<file path="src/rtl/pc_counter_16bit_if.sv">
// Command/status bundle between a sequencer and the 16-bit program counter.
// Latency: none, this file only groups wires.
// Backpressure: none; busy tells the sequencer that inc/start are being ignored.
interface pc_counter_16bit_if;
  logic        ld;
  logic [15:0] d;
  logic        inc;
  logic        start;
  logic [3:0]  n;
  logic        clr_ovf;
  logic [15:0] q;
  logic        busy;
  logic        done;
  logic        ovf;

  // Sequencer side: issues commands and observes the count
  modport master (
    output ld, d, inc, start, n, clr_ovf,
    input  q, busy, done, ovf
  );

  // Counter side: consumes commands and reports the count
  modport slave (
    input  ld, d, inc, start, n, clr_ovf,
    output q, busy, done, ovf
  );
endinterface

</file>
<file path="src/rtl/pc_counter_16bit.sv">
// Combinational +1 ripple incrementer; c[i] is the carry out of bit i.
// Latency: 0 cycles, a 16-stage ripple from a[0] to c[15].
// Backpressure: none.
module incrementer_16bit (
  input  logic [15:0] a,
  output logic [15:0] s,
  output logic [15:0] c
);
  logic [16:0] cy;

  assign cy[0] = 1'b1;

  for (genvar i = 0; i < 16; i++) begin : g_bit
    assign s[i]    = a[i] ^ cy[i];
    assign cy[i+1] = a[i] & cy[i];
  end

  assign c = cy[16:1];
endmodule

// Registered 16-bit program counter: load, single step, counted burst, sticky wrap flag.
// Latency: ld/inc land in q one cycle later; a burst of n ends with done n+1 cycles after start.
// Backpressure: inc and start are dropped while busy; start is dropped in the done cycle.
module pc_counter_16bit (
  input  logic                  clk,
  input  logic                  rst_n,
  pc_counter_16bit_if.slave     bus
);
  typedef enum logic [1:0] {IDLE = 2'd0, RUN = 2'd1, DONE = 2'd2} state_t;

  state_t      state, state_nxt;
  logic [3:0]  rem, rem_nxt;
  logic [15:0] q, q_nxt;
  logic        ovf, ovf_nxt;
  logic        step;
  logic        busy, done;

  logic [15:0] sum;
  logic        wrap;
  logic [14:0] carry_unused;

  // The count path goes through the shared incrementer; only the MSB carry is needed.
  incrementer_16bit u_inc (
    .a (q),
    .s (sum),
    .c ({wrap, carry_unused})
  );

  // State, remaining burst count, count and wrap flag registers
  always_ff @(posedge clk or negedge rst_n) begin
    if (!rst_n) begin
      state <= IDLE;
      rem   <= 4'd0;
      q     <= 16'h0000;
      ovf   <= 1'b0;
    end else begin
      state <= state_nxt;
      rem   <= rem_nxt;
      q     <= q_nxt;
      ovf   <= ovf_nxt;
    end
  end

  // Next state: load beats everything, a running burst ignores inc/start
  always_comb begin
    state_nxt = state;
    rem_nxt   = rem;
    q_nxt     = q;
    step      = 1'b0;
    if (bus.ld) begin
      q_nxt     = bus.d;
      state_nxt = IDLE;
      rem_nxt   = 4'd0;
    end else begin
      case (state)
        RUN: begin
          step    = 1'b1;
          rem_nxt = rem - 4'd1;
          if (rem == 4'd1) state_nxt = DONE;
        end
        IDLE: begin
          if (bus.start) begin
            // A zero-length burst completes immediately without touching q
            if (bus.n != 4'd0) begin
              rem_nxt   = bus.n;
              state_nxt = RUN;
            end else begin
              state_nxt = DONE;
            end
          end else if (bus.inc) begin
            step = 1'b1;
          end
        end
        DONE: begin
          state_nxt = IDLE;
          if (bus.inc) step = 1'b1;
        end
        default: state_nxt = IDLE;
      endcase
    end
    if (step) q_nxt = sum;
    // Set has priority over a same-edge clear so a wrap is never lost
    ovf_nxt = (step & wrap) | (ovf & ~bus.clr_ovf);
  end

  // Handshake outputs decoded from the registered state
  always_comb begin
    busy = 1'b0;
    done = 1'b0;
    case (state)
      RUN:     busy = 1'b1;
      DONE:    done = 1'b1;
      default: ;
    endcase
  end

  assign bus.q    = q;
  assign bus.ovf  = ovf;
  assign bus.busy = busy;
  assign bus.done = done;
endmodule

</file>
<file path="src/flat_wrapper.sv">
// flat-port wrapper written by rule: the top's interface ports become plain ports
module pc_counter_16bit_flat 
  (clk, rst_n, bus_ld, bus_d, bus_inc, bus_start, bus_n, bus_clr_ovf, bus_q, bus_busy, bus_done, bus_ovf);
  pc_counter_16bit_if bus_i ();
  input  logic clk;
  input  logic rst_n;
  input wire logic [$bits(bus_i.ld)-1:0] bus_ld;
  input wire logic [$bits(bus_i.d)-1:0] bus_d;
  input wire logic [$bits(bus_i.inc)-1:0] bus_inc;
  input wire logic [$bits(bus_i.start)-1:0] bus_start;
  input wire logic [$bits(bus_i.n)-1:0] bus_n;
  input wire logic [$bits(bus_i.clr_ovf)-1:0] bus_clr_ovf;
  output wire logic [$bits(bus_i.q)-1:0] bus_q;
  output wire logic [$bits(bus_i.busy)-1:0] bus_busy;
  output wire logic [$bits(bus_i.done)-1:0] bus_done;
  output wire logic [$bits(bus_i.ovf)-1:0] bus_ovf;
  assign bus_i.ld = bus_ld;
  assign bus_i.d = bus_d;
  assign bus_i.inc = bus_inc;
  assign bus_i.start = bus_start;
  assign bus_i.n = bus_n;
  assign bus_i.clr_ovf = bus_clr_ovf;
  assign bus_q = bus_i.q;
  assign bus_busy = bus_i.busy;
  assign bus_done = bus_i.done;
  assign bus_ovf = bus_i.ovf;
  pc_counter_16bit u_core (.clk(clk), .rst_n(rst_n), .bus(bus_i));
endmodule
</file>
<file path="config.mk">
export PLATFORM = sky130hd
export DESIGN_NAME = pc_counter_16bit_flat
export DESIGN_NICKNAME = d
export VERILOG_FILES = /design/src/rtl/pc_counter_16bit_if.sv /design/src/rtl/pc_counter_16bit.sv /design/src/flat_wrapper.sv
export SDC_FILE = /design/constraint.sdc
export NUM_CORES = 1
export LEC_CHECK = 0
export CAP_MARGIN = 20
export CORE_AREA = 2 2 63 65
export CTS_BUF_LIST = sky130_fd_sc_hd__clkbuf_8 sky130_fd_sc_hd__clkbuf_16
export DETAILED_ROUTE_END_ITERATION = 12
export DIE_AREA = 0 0 65 67
export GPL_TIMING_DRIVEN = 0
export PLACE_DENSITY = 0.74
export SLEW_MARGIN = 20
export SYNTH_ARGS = -nofsm -noshare
export SYNTH_HDL_FRONTEND = slang
export SYNTH_SLANG_ARGS = --single-unit
export TNS_END_PERCENT = 30
</file>
<file path="constraint.sdc">
create_clock -name clk -period 4.18 [get_ports clk]
set_clock_uncertainty 0.2 [all_clocks]
set_input_delay 1.045 -clock clk [delete_from_list [all_inputs] [get_ports clk]]
set_output_delay 1.045 -clock clk [all_outputs]
set_load 0.01 [all_outputs]
</file>
==> impl_metrics.yaml <==
run_status:
  status: "finished clean"
clocking:
  cts_sinks: 23
  clk_path_buf_depth: 2
  hold_buffers: 0
  cts_made_buffers: 3
  cts_tree: "yes"
  htreeDepth: 1
  clock_latency_ns: 0.26
  cts_setup_buffers: 0
  cts_resized: 0
  cts-root-buf: "clkbuf_8"
  path_clk_slew_ns: 0.08
detailed_routing:
  vias_per_cell: 5.64
  dr_total_vias: 1483
  ant_nets: 0
  initialDrtViolationCount: 77
  wl_per_cell_um: 15.6
  drt_wl_total_um: 4090
  drtPass1Iterations: 4
  drc: 0
critical_path:
  crit_arrival_ns: 3.85
  crit_path_start_kind: "register"
  worstPathRequired_ns: 4.15
  crit_type: "reg -> reg"
  crit_path_max_fanout: 4
  r2r_cells: 17
  worstSetupEndpointType: "register"
  rrSetupSlack_ns: 0.30
  r2r_start: "u_core.bus.q[0]"
  reg2reg_to: "u_core.bus.q[15]"
logic_synthesis:
  synth.most_common_cell: "dfrtp_1"
  synth_fa_ha_area_share_pct: 12.4
  synth-async-reset-ratio_pct: 100
  synth-compound-area-share_pct: 31.6
  synth.area.mux_share_pct: 0.583
  yosys.cell_types.count: 46
  yosysTopAreaCell: "dfrtp_1"
  synth_edf_count: 0
  synth_nets: 210
  synth_cells: 167
  synth-main-ff-cell: "dfrtp_1"
  ys_ff_latch: 23
  synthTopCellsByArea: "dfrtp_1 34%, ha_1 12%, o2111ai_1 7.7%"
  ys_warn_count: 0
  synthDominantCellAreaShare_pct: 33.5
  synth-simple-area-share_pct: 11.5
  yosys-top-cells-count: "23 x dfrtp_1, 22 x inv_1, 17 x ha_1, 17 x nand2_1, 15 x o2111ai_1"
  synth_xor_area_share_pct: 0
  synth_top_family_by_area: "compound AO/OA/AOI/OAI gates"
  synth.avg_cell_area_um2: 10.3
  ys_seq_area_share_pct: 33.5
  synth.cell_area_um2: 1720
cells_and_area:
  area_growth_pct: 31.5
  final_design_area_no_fill_um2: 2260
  fin_cells: 263
  drive_gt1_share_pct: 14.0
  diodes: 0
  layout.nets: 259
pwr:
  p_int_uw: 446
  p_total_uw: 660
  ir_drop_uv: 133
  swShare_pct: 32.4
  powerDensity_nw_per_um2: 292
  clock_power_share_pct: 20.4
  power_frac_comb_pct: 37.4
  p_sw_uw: 214
  power_frac_seq_pct: 42.2
  p_leak_uw: 0.000974
place:
  placed_cell_area_um2: 2220
  post-dp-hpwl_um: 3090
  gp_congestion: 0.867
  io_buffers: 44
  dp_cells: 259
global_route:
  grtUsageTotal_pct: 20.5
  antenna_found_initial: 0
  grt-ovfl-total: 0
  grt_max_degree: 24
  grt_pass1_wl_um: 6800
  grt_pass1_vias: 1433
timing:
  finalCritPeriodShare_pct: 92.9
  setup_tns_ns: 0
  max_freq_ghz: 0.258
  rsz0062_at_grt: "false"
  relSlewSlack_pct: 60.4
  setup_viol: 0
  final_max_slew_viol_count: 0
  hold_ws_ns: 0.341
  hold_viol: 0
  fin_crit_ns: 3.88
  worst_slew_pin_slew_ns: 0.595
floorplanning:
  pin_count: 45
  initial_core_util_pct: 47.6
  design.die.area_um2: 4360
  fp.dieW_um: 65
  die_h_um: 67
  core_region_area_um2: 3610
  rows: 22
hold_path:
  min_from: "u_core.bus.ovf"
  min_to: "u_core.bus.ovf"
  hp-class: "reg -> reg"
  whs_path_depth: 2
flow_run:
  drv_cap: 0
-- routing by layer --
metal / track usage, % / vias to the layer above / wire length [um]
li1: - / 723 / -
met1: 26.9 / 702 / 1770
met2: 35.3 / 54 / 2030
met3: 3.04 / 4 / 251
met4: 4.79 / 0 / 38
met5: 0 / - / 0
-- layout make-up --
cell class	instances	area, um^2
fillers	309	1350
clock inverters	1	3.75
repair buffers	44	435
multi-input cells	107	963
clock buffers	3	41.3
flip-flops and latches	23	576
plain buffers	14	91.3
inverters	23	86.3
well taps	48	60.1
-- worst max path at each step --
stage                    start          endpoint  cells past startpoint
2_1_floorplan  u_core.bus.q[0]  u_core.bus.q[15]                     17
4_1_cts        u_core.bus.q[0]  u_core.bus.q[15]                     17
3_5_place_dp   u_core.bus.q[0]  u_core.bus.q[15]                     17
5_1_grt        u_core.bus.q[0]  u_core.bus.q[15]                     17
6_report       u_core.bus.q[0]  u_core.bus.q[15]                     17
3_3_place_gp   u_core.bus.q[0]  u_core.bus.q[15]                     17
-- per-stage QoR --
| stage | setup WS [ns] | util (%) |
|---|---|---|
| 2_1_floorplan | 0.509 | - |
| 3_3_place_gp | 0.359 | 61.5 |
| 3_5_place_dp | 0.291 | 61.5 |
| 4_1_cts | 0.266 | 62.7 |
| 5_1_grt | 0.103 | 62.6 |
| 6_report | 0.299 | 62.6 |
-- critical path, stage by stage, from the launching register on --
cell and delay (ns):
dfrtp_1 0.43, ha_1 0.22, ha_1 0.19, ha_1 0.19, ha_1 0.18, ha_1 0.18, ha_1 0.18, ha_1 0.18
ha_1 0.20, ha_1 0.19, ha_1 0.18, ha_1 0.18, ha_1 0.19, ha_1 0.19, ha_1 0.19, ha_1 0.27
inv_1 0.04, o311ai_2 0.23
-- power groups by stage --
stage                     clock network, uW  registers, uW  logic, uW
final                                   135            279        247
after global routing                    150            284        270
after CTS                               142            278        249
after detailed placement                  0            283        249
after global placement                    0            280        241
after floorplan                           0            288        128
-- registers in the layout (all words and copies together), names as in the netlist --
register / cells
u_core.bus.ovf: 1
u_core.bus.q: 16
u_core.rem: 4
u_core.state: 2
-- placed cells by master, fill, tap and decap left out, drive strengths merged, types with 2 or more instances in the layout --
cell type	count
clkdlybuf4s50	43
inv	23
dfrtp	23
nand2	17
ha	17
o2111ai	15
o311ai	15
buf	11
clkbuf	7
nor2b	4
nand2b	3
nor2	3
o21ai	3
a31oi	2
a211oi	2
o211ai	2
o21a	2
a221oi	2
-- cell families after synthesis --
kind of cell               after synthesis
adders and majority gates               17
and+or+nand+nor                         37
AOI/OAI and AO/OA                       52
buffers and inverters                   37
DFF                                     23
muxes                                    1
(Power assumes the default switching activity.)
